[src/rtl/alu_sequencer.sv]
// alu_sequencer: command-side controller for the 8-bit combinational ALU.
// Accepts a command, holds registered operands on the ALU for a settle time,
// captures result and flags, and returns them over a response handshake.
// An accumulator holds the last captured result for chained operations.
module alu_sequencer #(
  parameter int unsigned SETTLE_CYCLES = 1
) (
  input  logic       clk,
  input  logic       rst,
  input  logic       cmd_valid,
  output logic       cmd_ready,
  input  logic [7:0] cmd_a,
  input  logic [7:0] cmd_b,
  input  logic [2:0] cmd_op,
  input  logic       cmd_use_acc,
  output logic [7:0] alu_a,
  output logic [7:0] alu_b,
  output logic [2:0] alu_op_code,
  input  logic [7:0] alu_out,
  input  logic       alu_carry_out,
  input  logic       alu_c_flag,
  input  logic       alu_zero_flag,
  output logic       rsp_valid,
  input  logic       rsp_ready,
  output logic [7:0] rsp_data,
  output logic       rsp_carry,
  output logic       rsp_c_flag,
  output logic       rsp_zero_flag,
  output logic [2:0] rsp_op,
  output logic [7:0] op_count
);

  typedef enum logic [1:0] {
    IDLE  = 2'd0,
    DRIVE = 2'd1,
    RESP  = 2'd2
  } state_t;

  localparam logic [3:0] SETTLE_LOAD = 4'(SETTLE_CYCLES - 1);

  state_t     state;
  state_t     state_nxt;
  logic [3:0] settle_cnt;
  logic [7:0] acc;
  logic       accept;
  logic       capture;
  logic       done;

  // Only add and sub produce a meaningful carry from the ALU.
  function automatic logic mask_carry(input logic [2:0] op, input logic carry);
    return (op[2:1] == 2'b00) ? carry : 1'b0;
  endfunction

  // State register.
  always_ff @(posedge clk or posedge rst) begin
    if (rst) state <= IDLE;
    else     state <= state_nxt;
  end

  // Next-state and handshake decode; ready/valid depend on state only.
  always_comb begin
    state_nxt = state;
    cmd_ready = 1'b0;
    rsp_valid = 1'b0;
    accept    = 1'b0;
    capture   = 1'b0;
    done      = 1'b0;
    case (state)
      IDLE: begin
        cmd_ready = 1'b1;
        if (cmd_valid) begin
          accept    = 1'b1;
          state_nxt = DRIVE;
        end
      end
      DRIVE: begin
        if (settle_cnt == 4'd0) begin
          capture   = 1'b1;
          state_nxt = RESP;
        end
      end
      RESP: begin
        rsp_valid = 1'b1;
        if (rsp_ready) begin
          done      = 1'b1;
          state_nxt = IDLE;
        end
      end
      default: state_nxt = IDLE;
    endcase
  end

  // Settle counter: loaded on accept, counts down to the capture edge.
  always_ff @(posedge clk or posedge rst) begin
    if (rst)                                       settle_cnt <= 4'd0;
    else if (accept)                               settle_cnt <= SETTLE_LOAD;
    else if (state == DRIVE && settle_cnt != 4'd0) settle_cnt <= settle_cnt - 4'd1;
  end

  // ALU operand registers change only on command accept.
  always_ff @(posedge clk or posedge rst) begin
    if (rst) begin
      alu_a       <= 8'h00;
      alu_b       <= 8'h00;
      alu_op_code <= 3'b000;
    end else if (accept) begin
      alu_a       <= cmd_use_acc ? acc : cmd_a;
      alu_b       <= cmd_b;
      alu_op_code <= cmd_op;
    end
  end

  // Capture ALU result and flags into the response registers and accumulator.
  always_ff @(posedge clk or posedge rst) begin
    if (rst) begin
      rsp_data      <= 8'h00;
      rsp_carry     <= 1'b0;
      rsp_c_flag    <= 1'b0;
      rsp_zero_flag <= 1'b0;
      rsp_op        <= 3'b000;
      acc           <= 8'h00;
    end else if (capture) begin
      rsp_data      <= alu_out;
      rsp_carry     <= mask_carry(alu_op_code, alu_carry_out);
      rsp_c_flag    <= alu_c_flag;
      rsp_zero_flag <= alu_zero_flag;
      rsp_op        <= alu_op_code;
      acc           <= alu_out;
    end
  end

  // Completed-response counter, wraps silently.
  always_ff @(posedge clk or posedge rst) begin
    if (rst)       op_count <= 8'h00;
    else if (done) op_count <= op_count + 8'h01;
  end

endmodule

[config.mk]
export PLATFORM = sky130hd
export DESIGN_NAME = alu_sequencer
export DESIGN_NICKNAME = d
export VERILOG_FILES = /design/src/rtl/alu_sequencer.sv
export SDC_FILE = /design/constraint.sdc
export NUM_CORES = 1
export LEC_CHECK = 0
export CAP_MARGIN = 10
export CORE_UTILIZATION = 30
export CTS_CLUSTER_SIZE = 28
export DETAILED_ROUTE_END_ITERATION = 8
export GPL_TIMING_DRIVEN = 0
export PLACE_DENSITY = 0.7
export RECOVER_POWER = 25
export SLEW_MARGIN = 20
export SYNTH_ARGS = -nofsm -noshare
export SYNTH_HDL_FRONTEND = slang
export SYNTH_SLANG_ARGS = --single-unit
export TNS_END_PERCENT = 100
[constraint.sdc]
create_clock -name clk -period 1.6 [get_ports clk]
set_clock_uncertainty 0.05 [all_clocks]
set_input_delay 0.16 -clock clk [delete_from_list [all_inputs] [get_ports clk]]
set_output_delay 0.16 -clock clk [all_outputs]
set_load 0.05 [all_outputs]
==> impl_metrics.csv <==
group,metric,value,unit
run_status,status,"complete, but fails checks",
run_status,violations,"DRC",
die,dieHeight,84.30,um
route,wl,4.578,mm
flow_run,drv_cap,0,
route,wire_per_inst,14.35,um
power,share_comb_of_total_power,57.9,%
setup_path,endpoint,"acc[1]",
layout,diodes,0,
setup_path,startpoint,"state[1]",
setup_path,rr_startpoint,"state[1]",
clocking,numCtsBuffers,5,
setup_path,r2r_cells,4,
setup_path,start_kind,"flop",
clocking,clockRootBuffer,"clkbuf_8",
logic_synthesis,synth_seq_cells,47,
layout,drive_gt1_share,24.79,%
timing,min_period,1.521,ns
timing,maxSlewHeadroom,40.92,%
route,viasPerCell,4.721,
logic_synthesis,syn-instance-count,151,
clocking,cts_max_path_buffers,2,
setup_path,cp_slowest_cell,"dfrtp_2",
setup_path,crit_type,"reg2reg",
logic_synthesis,async_reset_ff_share,100.0,%
global_route,grt_pass1_vias,1677,
setup_path,crit_fanout,10,
clocking,cts_tree,"done",
timing,post-route-period-util,95.08,%
logic_synthesis,ys_warn_count,0,
timing,rsz0062_at_grt,"no",
clocking,clock_latency,0.30,ns
layout,final_area,0.003075,mm2
placed_design,place_congestion,0.6907,
placed_design,dpl.hpwl,3.263,mm
placed_design,dpl-instance-area,0.002913,mm2
setup_path,end_kind,"flop",
setup_path,crit_path_max_incr_delay,0.48,ns
global_route,grt_max_degree,28,
route,drt_pass1_iterations,9,
logic_synthesis,synth-seq-area-share,57.88,%
die,rows,29,
die,start_util,31.46,%
setup_path,reg2reg_to,"acc[1]",
layout,nNetsFinal,279,
setup_path,r2r_setup_slack,0.08,ns
power,max-vdd-ir-drop,0.8397,mV
timing,slew_viol_final,0,
global_route,grtUsageTotal,14.23,%
global_route,overflow,0,
die,chipWidth,84.30,um
timing,worstMarginPinSlew,0.8852,ns
logic_synthesis,ys_types,31,
global_route,grt_antenna_before_repair,0,
setup_path,crit_chain,"nor3b_4 -> nand3_4 -> buf_8 -> mux2_4",
die,core-area,0.006459,mm2
route,ant_nets,0,
power,switchingPower,3463,uW
layout,area.growth.synth_to_final,51.35,%
placed_design,port_buffers,76,
timing,final.setup.tns,0,ns
timing,fmax,657.3,MHz
power,p_int,3696,uW
timing,setup_viol,0,
setup_path,worst_ep_required_time,1.73,ns
clocking,htreeDepth,2,
power,swShare,48.37,%
die,die_area,0.007106,mm2
global_route,grt_pass1_wl,8.004,mm
layout,fillers,611,
route,drc_errors,7,
die,ioPinCount,78,
setup_path,arrival,1.65,ns
power,pwr-share-clk,12.5,%
logic_synthesis,syn-num-nets,189,
power,powerDensity,2328,mW/mm2
route,initialDrtViolationCount,67,
power,pwr-share-seq,29.6,%
logic_synthesis,synth-edff-count,0,
timing,hold_violations,0,
clocking,cts_num_sinks,47,
logic_synthesis,synthFlopType,"dfrtp_1",
hold_path,worstHoldStart,"cmd_use_acc",
route,vias,1506,
logic_synthesis,syn_avg_cell_area,13.46,um2
logic_synthesis,syn_area,0.002032,mm2
clocking,cts.clk_slew.worst_paths,0.10,ns
hold_path,hold_class,"in2reg",
power,p_leak,0.001434,uW
## cell usage after synthesis (2+ instances only)
cell	instances	area, um2
a21o_1	2	15.01
a21oi_1	11	55.05
buf_2	2	10.01
clkbuf_1	2	7.510
dfrtp_1	47	1176
ha_1	3	37.54
inv_1	5	18.77
mux2_2	17	191.4
mux2_4	9	135.1
mux2i_1	9	90.09
nand2b_1	3	18.77
nand3_1	3	15.01
nand4_1	4	25.02
nor2_1	11	41.29
nor3b_2	2	25.02
xnor2_1	6	52.55
## critical path: cells and delay by family, from the launching register on
kind | cells | cell delay, ns
simple gates | 2 | 0.40
mux | 1 | 0.30
buf+inv | 1 | 0.17
flops | 1 | 0.48
## stage by stage
| stage | total power [uW] | setup slack (ns) | hold slack, ns | utilization [%] | instances |
|---|---|---|---|---|---|
| 3_5_place_dp | 6406 | -0.3480 | 0.4317 | 45.10 | 305 |
| 6_report | 7159 | 0.07873 | 0.4115 | 47.62 | 319 |
| 4_1_cts | 7159 | 0.004616 | 0.1503 | 47.09 | 316 |
| 2_1_floorplan | 5009 | 0.004853 | 0.2176 | - | 151 |
| 3_3_place_gp | 6314 | -0.7383 | 0.4114 | 44.79 | 304 |
| 5_1_grt | 7574 | 0.01345 | 0.3995 | 47.62 | 319 |
## layout make-up
| class | instances | area [um2] | share of cell area [%] |
|---|---|---|---|
| inverters | 5 | 18.77 | 0.6103 |
| repair buffers | 84 | 778.2 | 25.31 |
| flip-flops and latches | 47 | 1179 | 38.32 |
| clock buffers | 5 | 68.82 | 2.238 |
| well taps | 77 | 96.34 | 3.133 |
| clock inverters | 3 | 46.29 | 1.505 |
| multi-input cells | 93 | 849.6 | 27.62 |
| plain buffers | 5 | 38.79 | 1.261 |
## worst min path at each step
stage,to,slack [ns],cells after the start
after floorplan,state[1],0.22,1
after global placement,op_count[7],0.41,1
after detailed placement,op_count[3],0.43,1
after CTS,rsp_op[2],0.15,2
after global routing,acc[6],0.40,2
final,alu_a[4],0.41,3
## power groups by stage
stage	Clock [uW]	Combinational, uW	Sequential, uW
after detailed placement	0	4260	2140
after floorplan	0	1320	3690
after global routing	987	4380	2210
final	893	4150	2120
after CTS	937	4090	2130
after global placement	0	4200	2120
## routing by layer
layer,wire (um),share of wire (%),track usage [%]
met1,1982,43,17.62
met4,43,0.94,3.762
met3,332,7.3,3.835
met2,2220,48,24.59
met5,0,0,0
## state kept, by name (all words and copies together) (netlist names)
name and flops:
acc 8, rsp_op 3, op_count 8, settle_cnt 4
alu_a 8, alu_b 8, rsp_c_flag 1, rsp_zero_flag 1
rsp_carry 1, alu_op_code 3, state 2
## what timing repair did
action,4_1_cts,5_1_grt
hold buffers,0,0
setup buffers,4,3
pin swaps,1,2
setup endpoints to repair,74,19
resized for setup,55,8
## cells by family after synthesis
family	after synthesis	share of synthesized area, %
AO/OA/AOI/OAI	16	4.556
XOR/XNOR	7	3.017
adder cells (fa/ha/maj)	3	1.847
buffers and inverters	11	2.525
flip-flops	47	57.88
multiplexers	35	20.50
AND/OR/NAND/NOR	32	9.668
## layout by cell type, fill, tap and decap left out, types with 2 or more instances in the layout
cell type | synthesis | routed
inv_1 | 5 | 3
nor2_1 | 11 | 11
dfrtp_2 | 0 | 2
nand4_1 | 4 | 4
mux2i_1 | 9 | 9
a21oi_1 | 11 | 10
a21o_1 | 2 | 2
nor3b_4 | 0 | 2
nand3_1 | 3 | 3
xnor2_1 | 6 | 6
clkbuf_8 | 0 | 5
clkdlybuf4s50_1 | 0 | 32
buf_4 | 0 | 8
nand2b_1 | 3 | 3
dlygate4sd2_1 | 0 | 41
inv_2 | 0 | 2
dfrtp_1 | 47 | 45
mux2_2 | 17 | 17
ha_1 | 3 | 2
mux2_4 | 9 | 9
Note: power is estimated with default switching activity, not from simulation.
